===== src/rtl/uart_char_tx_pkg.sv =====
// Shared definitions for the character UART transmitter: FSM state encoding
// and frame geometry constants.
package uart_char_tx_pkg;

    typedef enum logic [1:0] {
        ST_IDLE  = 2'd0,
        ST_START = 2'd1,
        ST_DATA  = 2'd2,
        ST_STOP  = 2'd3
    } tx_state_e;

    localparam int unsigned FRAME_BITS = 10;
    localparam int unsigned DATA_BITS  = 8;

    // Clocks occupied by one start+data+stop frame at a given bit period.
    function automatic int unsigned frame_clks(input int unsigned clks_per_bit);
        return FRAME_BITS * clks_per_bit;
    endfunction

endpackage


===== src/rtl/char_fifo.sv =====
// 4-entry x 8-bit synchronous character FIFO with occupancy count.
// Pushes on full and pops on empty are ignored.
module char_fifo #(
    parameter int unsigned DEPTH = 4
) (
    input  logic       clk,
    input  logic       rst_n,
    input  logic       push_i,
    input  logic [7:0] wdata_i,
    input  logic       pop_i,
    output logic [7:0] rdata_o,
    output logic       full_o,
    output logic       empty_o,
    output logic [2:0] count_o
);

    logic [7:0] mem_q [DEPTH];
    logic [1:0] wr_ptr_q;
    logic [1:0] rd_ptr_q;
    logic [2:0] count_q;
    logic       do_push;
    logic       do_pop;

    assign full_o  = (count_q == 3'(DEPTH));
    assign empty_o = (count_q == 3'd0);
    assign count_o = count_q;
    assign rdata_o = mem_q[rd_ptr_q];
    assign do_push = push_i && !full_o;
    assign do_pop  = pop_i && !empty_o;

    always_ff @(posedge clk or posedge rst_n) begin
        if (rst_n) begin
            wr_ptr_q <= '0;
            rd_ptr_q <= '0;
            count_q  <= '0;
        end else begin
            if (do_push) wr_ptr_q <= wr_ptr_q + 2'd1;
            if (do_pop)  rd_ptr_q <= rd_ptr_q + 2'd1;
            case ({do_push, do_pop})
                2'b10:   count_q <= count_q + 3'd1;
                2'b01:   count_q <= count_q - 3'd1;
                default: count_q <= count_q;
            endcase
        end
    end

    // Storage carries no reset; only occupied entries are ever read.
    always_ff @(posedge clk) begin
        if (do_push) mem_q[wr_ptr_q] <= wdata_i;
    end

endmodule


===== src/rtl/uart_char_tx.sv =====
// Buffered 8N1 serial transmitter: characters queue in a 4-deep FIFO and are
// shifted out LSB first, one CLKS_PER_BIT period per bit.
module uart_char_tx
    import uart_char_tx_pkg::*;
#(
    parameter int unsigned CLKS_PER_BIT = 104,
    parameter int unsigned FIFO_DEPTH   = 4
) (
    input  logic       clk,
    input  logic       rst_n,
    input  logic [7:0] in_data,
    input  logic       in_valid,
    output logic       in_ready,
    output logic       tx,
    output logic       busy,
    output logic [2:0] fifo_count
);

    localparam int unsigned     CNT_W    = $clog2(CLKS_PER_BIT);
    localparam logic [CNT_W-1:0] CNT_LAST = CNT_W'(CLKS_PER_BIT - 1);
    localparam logic [2:0]       BIT_LAST = 3'(DATA_BITS - 1);

    tx_state_e        state_q, state_d;
    logic [CNT_W-1:0] cnt_q, cnt_d;
    logic [2:0]       bit_q, bit_d;
    logic [7:0]       shift_q, shift_d;
    logic             tx_q, tx_d;

    logic       fifo_full;
    logic       fifo_empty;
    logic [7:0] fifo_rdata;
    logic       pop;
    logic       baud_done;

    assign in_ready  = !fifo_full;
    assign busy      = (state_q != ST_IDLE) || !fifo_empty;
    assign tx        = tx_q;
    assign baud_done = (cnt_q == CNT_LAST);

    char_fifo #(
        .DEPTH (FIFO_DEPTH)
    ) u_fifo (
        .clk     (clk),
        .rst_n   (rst_n),
        .push_i  (in_valid && in_ready),
        .wdata_i (in_data),
        .pop_i   (pop),
        .rdata_o (fifo_rdata),
        .full_o  (fifo_full),
        .empty_o (fifo_empty),
        .count_o (fifo_count)
    );

    // tx_d is the line level for the state being entered, so the pin is a
    // flop and the start bit appears on the same edge as the pop.
    always_comb begin
        state_d = state_q;
        cnt_d   = cnt_q;
        bit_d   = bit_q;
        shift_d = shift_q;
        tx_d    = tx_q;
        pop     = 1'b0;
        unique case (state_q)
            ST_IDLE: begin
                tx_d = 1'b1;
                if (!fifo_empty) begin
                    pop     = 1'b1;
                    shift_d = fifo_rdata;
                    cnt_d   = '0;
                    bit_d   = '0;
                    state_d = ST_START;
                    tx_d    = 1'b0;
                end
            end
            ST_START: begin
                if (baud_done) begin
                    cnt_d   = '0;
                    bit_d   = '0;
                    state_d = ST_DATA;
                    tx_d    = shift_q[0];
                end else begin
                    cnt_d = cnt_q + CNT_W'(1);
                end
            end
            ST_DATA: begin
                if (baud_done) begin
                    cnt_d   = '0;
                    shift_d = shift_q >> 1;
                    if (bit_q == BIT_LAST) begin
                        state_d = ST_STOP;
                        tx_d    = 1'b1;
                    end else begin
                        bit_d = bit_q + 3'd1;
                        tx_d  = shift_q[1];
                    end
                end else begin
                    cnt_d = cnt_q + CNT_W'(1);
                end
            end
            ST_STOP: begin
                if (baud_done) begin
                    cnt_d   = '0;
                    state_d = ST_IDLE;
                end else begin
                    cnt_d = cnt_q + CNT_W'(1);
                end
                tx_d = 1'b1;
            end
        endcase
    end

    always_ff @(posedge clk or posedge rst_n) begin
        if (rst_n) begin
            state_q <= ST_IDLE;
            cnt_q   <= '0;
            bit_q   <= '0;
            shift_q <= '0;
            tx_q    <= 1'b1;
        end else begin
            state_q <= state_d;
            cnt_q   <= cnt_d;
            bit_q   <= bit_d;
            shift_q <= shift_d;
            tx_q    <= tx_d;
        end
    end

endmodule

===== config.mk =====
export PLATFORM = sky130hd
export DESIGN_NAME = uart_char_tx
export DESIGN_NICKNAME = d
export VERILOG_FILES = /design/src/rtl/uart_char_tx_pkg.sv /design/src/rtl/char_fifo.sv /design/src/rtl/uart_char_tx.sv
export SDC_FILE = /design/constraint.sdc
export NUM_CORES = 1
export LEC_CHECK = 0
export ABC_AREA = 1
export BUFFER_PORTS_ARGS = -buffer_cell sky130_fd_sc_hd__buf_2
export CAP_MARGIN = 10
export CORE_MARGIN = 5
export CORE_UTILIZATION = 61
export DETAILED_ROUTE_END_ITERATION = 12
export GPL_TIMING_DRIVEN = 0
export PLACE_DENSITY_LB_ADDON = 0.1
export SYNTH_ARGS = -nofsm -noshare
export SYNTH_HDL_FRONTEND = slang
export SYNTH_SLANG_ARGS = --single-unit

===== constraint.sdc =====
create_clock -name clk -period 3.72 [get_ports clk]
set_clock_uncertainty 0.1 [all_clocks]
set_input_delay 0 -clock clk [delete_from_list [all_inputs] [get_ports clk]]
set_output_delay 0 -clock clk [all_outputs]
set_load 0.02 [all_outputs]

# ---- After elaboration in Yosys (flattened, before gate mapping)
# Memories as Yosys holds them, arrays and structs flattened.
# Index checks and enable logic that the tools add are counted.
dict set report totals {
  memories 1
  in_bits 11
  ff_bits 28
  out_inout_bits 6
  word_cells 73
  mem_bits_rw 32
}
# memory words width rd rd_clocked_by_memory_dff wr line_no
set memory_table {}
lappend memory_table {u_fifo.mem_q 4 8 1 0 1 char_fifo.sv:17} ;# logic [7:0] mem_q [DEPTH];
dict set report classes {
  reduce_logical 17
  n_eq_ne 14
  add_sub_neg 6
  n_mux 27
}
# cell n
set ops {}
lappend ops {{2-to-1 mux 8 bit} 2}
lappend ops {{one-hot mux 8 bit (2 select lines)} 1}
lappend ops {{2-to-1 mux 7 bit} 2}
lappend ops {{one-hot mux 7 bit (2 select lines)} 1}
lappend ops {{2-to-1 mux 3 bit} 4}
lappend ops {{inequality test 2 bit, second input constant} 6}
lappend ops {{2-to-1 mux 2 bit} 5}
lappend ops {{AND reduction 5 bit} 2}
lappend ops {{one-hot mux 3 bit (3 select lines)} 1}
lappend ops {{2-to-1 mux 1 bit} 8}
lappend ops {{one-hot mux 2 bit (4 select lines)} 1}
lappend ops {{adder 7 x 1 -> 7 bit, second input constant} 1}
lappend ops {{== test 7 bit, second input constant} 1}
lappend ops {{adder 3 x 1 -> 3 bit, second input constant} 2}
lappend ops {{== test 2 bit, second input constant} 3}
lappend ops {{== test 3 bit, second input constant} 2}
lappend ops {{one-hot mux 3 bit (2 select lines)} 1}
lappend ops {{nonzero test 2 bit} 3}
lappend ops {{adder 2 x 1 -> 2 bit, second input constant} 2}
lappend ops {{== test 2 x 1 -> 1 bit, second input constant} 2}
lappend ops {{one-hot mux 1 bit (4 select lines)} 1}
lappend ops {{logical AND 1 bit} 3}
lappend ops {{logical NOT 3 bit} 1}
lappend ops {{AND reduction 3 bit} 1}
lappend ops {{7 further kinds} 8}

# ---- Logic depth before layout (Yosys ltp)
dict set report depth {
  depth_word 6
  ltp_mapped 10
  mapped_depth_nobuf 9
}

# ---- Cells and area by module
# A second synthesis with hierarchy kept.
dict set report hier_totals {
  cells_unflattened 333
  area_unflattened_um2 3055.4
}
# module n_inst seq_area_each_um2 cells_each area_each_um2
set modules_own_cells {}
lappend modules_own_cells {char_fifo 1 1136.1 155 1755.4}
lappend modules_own_cells {uart_char_tx 1 526.8 178 1300.0}

# ---- Least setup slack after synthesis
# Ideal clock, no wire load.
dict set report synth_path {
  path_type {reg-to-reg}
  from {register u_fifo.count_q[0], in the netlist u_fifo.count_o[0]}
  to {register u_fifo.count_q[2], in the netlist u_fifo.count_o[2]}
  synth_period_minus_slack_ns 2.139
  setup_ns 0.131
  n_path_buf 0
  slack_ns 1.581
  required_ns 3.489
  stages_incl_launch_ff 9
  t_arrival_ns 1.908
  path_cell_list {dfrtp_1 > nor2_2 > nand2_1 > nand2_2 > ha_1 > fa_1 > a21oi_1 > o21ai_0 > xor2_1}
}
dict set report synth_via {
  elab_chain_cells 6
  word_cells_on_any_way 15
  cone_classes {add/sub: 2; eq/ne: 3; mux: 3; reduce/logical: 7}
}
# element line_no
set synth_lines {}
lappend synth_lines {{start: declaration} char_fifo.sv:20} ;# logic [2:0] count_q;
lappend synth_lines {{start signal: assignment} char_fifo.sv:40} ;# 2'b10: count_q <= count_q + 3'd1;
lappend synth_lines {{start signal: assignment} char_fifo.sv:41} ;# 2'b01: count_q <= count_q - 3'd1;
lappend synth_lines {{start signal: assignment} char_fifo.sv:42} ;# default: count_q <= count_q;
lappend synth_lines {{== test 3 bit *} char_fifo.sv:24} ;# assign full_o = (count_q == 3'(DEPTH));
lappend synth_lines {{logical NOT 1 bit *} uart_char_tx.sv:35} ;# assign in_ready = !fifo_full;
lappend synth_lines {{via in_ready} uart_char_tx.sv:13} ;# output logic in_ready,
lappend synth_lines {{logical AND 1 bit} uart_char_tx.sv:45} ;# .push_i (in_valid && in_ready),
lappend synth_lines {{logical AND 1 bit *} char_fifo.sv:28} ;# assign do_push = push_i && !full_o;
lappend synth_lines {{== test 2 x 1 -> 1 bit or == test 2 bit (tied branches)} char_fifo.sv:39} ;# case ({do_push, do_pop})
lappend synth_lines {{one-hot mux 3 bit (2 select lines) or nonzero test 2 bit (tied branches)} -}
# Mark *: on every way through the listed nets, which the timed path passes. The rest lies on a longest branch.
# A chain may end at the register's enable or synchronous reset.

# ---- Final worst setup path
dict set report layout_path {
  from {register state_q[0]}
  to {register u_fifo.count_q[2], in the netlist u_fifo.count_o[2]}
}
dict set report layout_via {
  elab_chain_cells 5
  word_cells_on_any_way 7
  cone_classes {eq/ne: 2; mux: 2; reduce/logical: 3}
}
# element line_no
set layout_lines {}
lappend layout_lines {{start: declaration} uart_char_tx.sv:23} ;# tx_state_e state_q, state_d;
lappend layout_lines {{start signal: assignment} uart_char_tx.sv:120} ;# state_q <= state_d;
lappend layout_lines {{logical NOT 2 bit *} uart_char_tx.sv:63} ;# unique case (state_q)
lappend layout_lines {{2-to-1 mux 1 bit *} uart_char_tx.sv:63}
lappend layout_lines {{logical AND 1 bit *} char_fifo.sv:29} ;# assign do_pop = pop_i && !empty_o;
lappend layout_lines {{via u_fifo.do_pop} char_fifo.sv:22} ;# logic do_pop;
lappend layout_lines {{== test 2 x 1 -> 1 bit or == test 2 bit (tied branches)} char_fifo.sv:39}
lappend layout_lines {{one-hot mux 3 bit (2 select lines) or nonzero test 2 bit (tied branches)} -}
# Marked as above.

==> metrics <==
status=completed; leakage=approximately 1.7 nW; Syn-to-layout area delta=16.7%; Pwr per Cell Area=around 500 nW/µm²; Starting Density=62.9%; FILL cells=between 300 and 400; initial DRC count=~140; CP Capture Type=register; Hold Path Class=primary input to async pin; GR Util All Layers=20.5%; clk_lat worst skew=between 0.3 and 0.4 ns; Setup TNS Final=0 ns; most frequent cells in the layout=nand2_1, inv_1, edfxtp_1, dfrtp_1, nand3_1; Peak Freq=~460 MHz; clock sink total=60; largest net degree at the start of global routing=29; I/O pins=17; Setup Crit Path Kind=register to register; Routed WL=between 5000 and 6000 µm; core area=approximately 4700 µm²; port bufs=16; cts bufs inserted=9; CTS tree=yes; post-layout minimum cycle time=~2.2 ns; die span in y=79.8 µm; WP data required=3.83 ns; #FFs+latches synth=60; Seq/Total Area, Yosys=56.0%; WL/cell=~13 µm; GR Overflow Total=0; final hold violation count=0; Detailed Place HPWL=between 3000 and 4000 µm; largest area contributor in the netlist=edfxtp_1; final net count=a little under 400; Slew HR=46.6%; cell family with most CP delay=adder cells; Final period util=between 50 and 60%; RR Startpoint=state_q[0]; leading post-synthesis cells by cell area=edfxtp_1, dfrtp_1, nand2_1, inv_1, ha_1; Mapped Cells=around 330; row cnt=25; Worst path max stage delay=0.40 ns; drt drc=0; r2r endpoint=u_fifo.count_o[2]; Slew @ Worst Pin=0.797 ns; ys async rst share=46.7%; die area=between 6000 and 7000 µm²; critical-path cell list=inv_1 > ha_1 > nand2_1 > inv_1 > ha_1 > fa_1 > a21oi_1 > o21ai_0 > xor2_1; post-synth cell types=33; RSZ-0062 raised after global routing=no; drt first pass iters=4; die width=79.8 µm; post-DR vias/cell=between 4 and 5; top_reg_cell synth=edfxtp_1; root buffer cell=clkbuf_8; post-synth top area share=between 30% and 40%; Final Setup Violations=0; number of synthesized flops with an enable pin=32; setup slack, reg-to-reg=1.56 ns; Worst Setup Start Kind=register; vias in the first global route=~2.1k; total number of vias=about 2.1k; Final Non-Filler Cells=about 440; number of antenna violations at the first check in global routing=0; Final Max Tran Viols=0; crit path DAT=~2.3 ns; Max clock buf depth=2; worst reg2reg path depth=9; setup bufs post-CTS=0; post-synthesis average cell area=a little over 9 µm²; Routed Antenna Nets=0; start point of the critical path=state_q[0]; routability cong.=slightly above 0.8; Synth Warn #=0; first-pass GRT wire length=around 10000 µm; Max H-tree Level=3; Synth Net Count=350; Reg clk slew, reported paths=approximately 0.060 ns; Antenna Cells=0; layout cells sized above 1=between 10 and 15%; Max Cap Viol=0; count of buffer and inverter cells on the critical path=2; commonest non-fill, non-tap cell in the layout=nand2_1; Crit Path Max Fanout=5; Syn Std Cell Area=a little under 3000 µm²; Slowest-stage cell, CP=dfrtp_1; Cells after DPL=about 410; peak supply drop=~0.00056 V
## Yosys cell counts (3+ instances only)
cell type,count
ha_1,13
nand2_1,125
a21oi_1,4
inv_1,44
edfxtp_1,32
nand2_2,3
nand3_1,22
dfrtp_1,27
o21ai_0,5
nor2_1,14
inv_2,3
xor2_1,6
## through the flow
step / instance area, µm² / setup slack (ns) / utilization, % / hold WS (ns) / total power [W]
floorplan: 2970 / 1.58 / - / -0.0353 / 0.00105
global placement: 3130 / 1.59 / 66.4 / 0.113 / 0.00113
detailed placement: 3130 / 1.57 / 66.4 / 0.125 / 0.00114
CTS: 3440 / 1.54 / 72.8 / 0.302 / 0.00174
global route: 3470 / 1.40 / 73.4 / 0.233 / 0.00183
finish: 3470 / 1.56 / 73.4 / 0.168 / 0.00173
## power breakdown
| group | switching, W | internal [W] | leakage [nW] |
|---|---|---|---|
| Sequential | 0.0000437 | 0.000808 | 0.630 |
| Combinational | 0.000186 | 0.0000996 | 0.963 |
| Clock | 0.000250 | 0.000345 | 0.106 |
| Total | 0.000480 | 0.00125 | 1.70 |
## kinds of logic after synthesis
kind of cell	count (synthesis)	share of synthesized area, %
compound gates	14	3.08
xor+xnor	7	2.06
fa+ha+maj	14	6.15
buf+inv	55	7.62
flops	60	56.0
mux	1	0.379
simple gates	174	24.7
## cell type report
cell class / count / area (µm²) / share of cell area (%)
sequential: 60 / 1660 / 48.0
multi-input combinational: 210 / 1080 / 31.2
timing repair buffer: 27 / 208 / 5.99
inverter: 49 / 186 / 5.38
clock buffer: 12 / 155 / 4.48
tap: 67 / 83.8 / 2.42
clock inverter: 4 / 48.8 / 1.41
buffer: 6 / 40.0 / 1.16
## repair_timing
item | 4_1_cts | 5_1_grt
resized for setup | 0 | 0
endpoints found under the hold margin | 61 | 0
hold buffers | 10 | 0
## metal layers
metal,track usage [%],vias up,share of wire [%]
met1,28.4,966,49
met2,31.2,29,46
met4,10.5,0,1.8
met5,0,-,0
met3,3.39,9,3.1
li1,-,1098,-
## worst register-to-register path: cells and delay by family, from the launching register on
| kind | cells | cell delay [ns] |
|---|---|---|
| and+or+nand+nor | 1 | 0.12 |
| adders and majority gates | 3 | 0.88 |
| buffers and inverters | 2 | 0.16 |
| DFF | 1 | 0.40 |
| AOI/OAI and AO/OA | 2 | 0.24 |
| xor gates and xnor gates | 1 | 0.15 |
## how the worst max path moves through the flow
stage | endpoint | slack, ns | cells after the start
floorplan | u_fifo.count_o[2] | 1.58 | 8
global placement | u_fifo.count_o[2] | 1.59 | 9
detailed placement | u_fifo.count_o[2] | 1.57 | 9
CTS | u_fifo.count_o[2] | 1.54 | 9
global route | u_fifo.count_o[2] | 1.40 | 9
finish | u_fifo.count_o[2] | 1.56 | 9
## sequential cells by signal (all words and copies together), names as in the netlist
register / flops
cnt_q: 7
u_fifo.count_o: 3
tx: 1
shift_q: 8
state_q: 2
u_fifo.rd_ptr_q: 2
bit_q: 3
u_fifo.mem_q: 32
u_fifo.wr_ptr_q: 2
(Power assumes the default switching activity.)
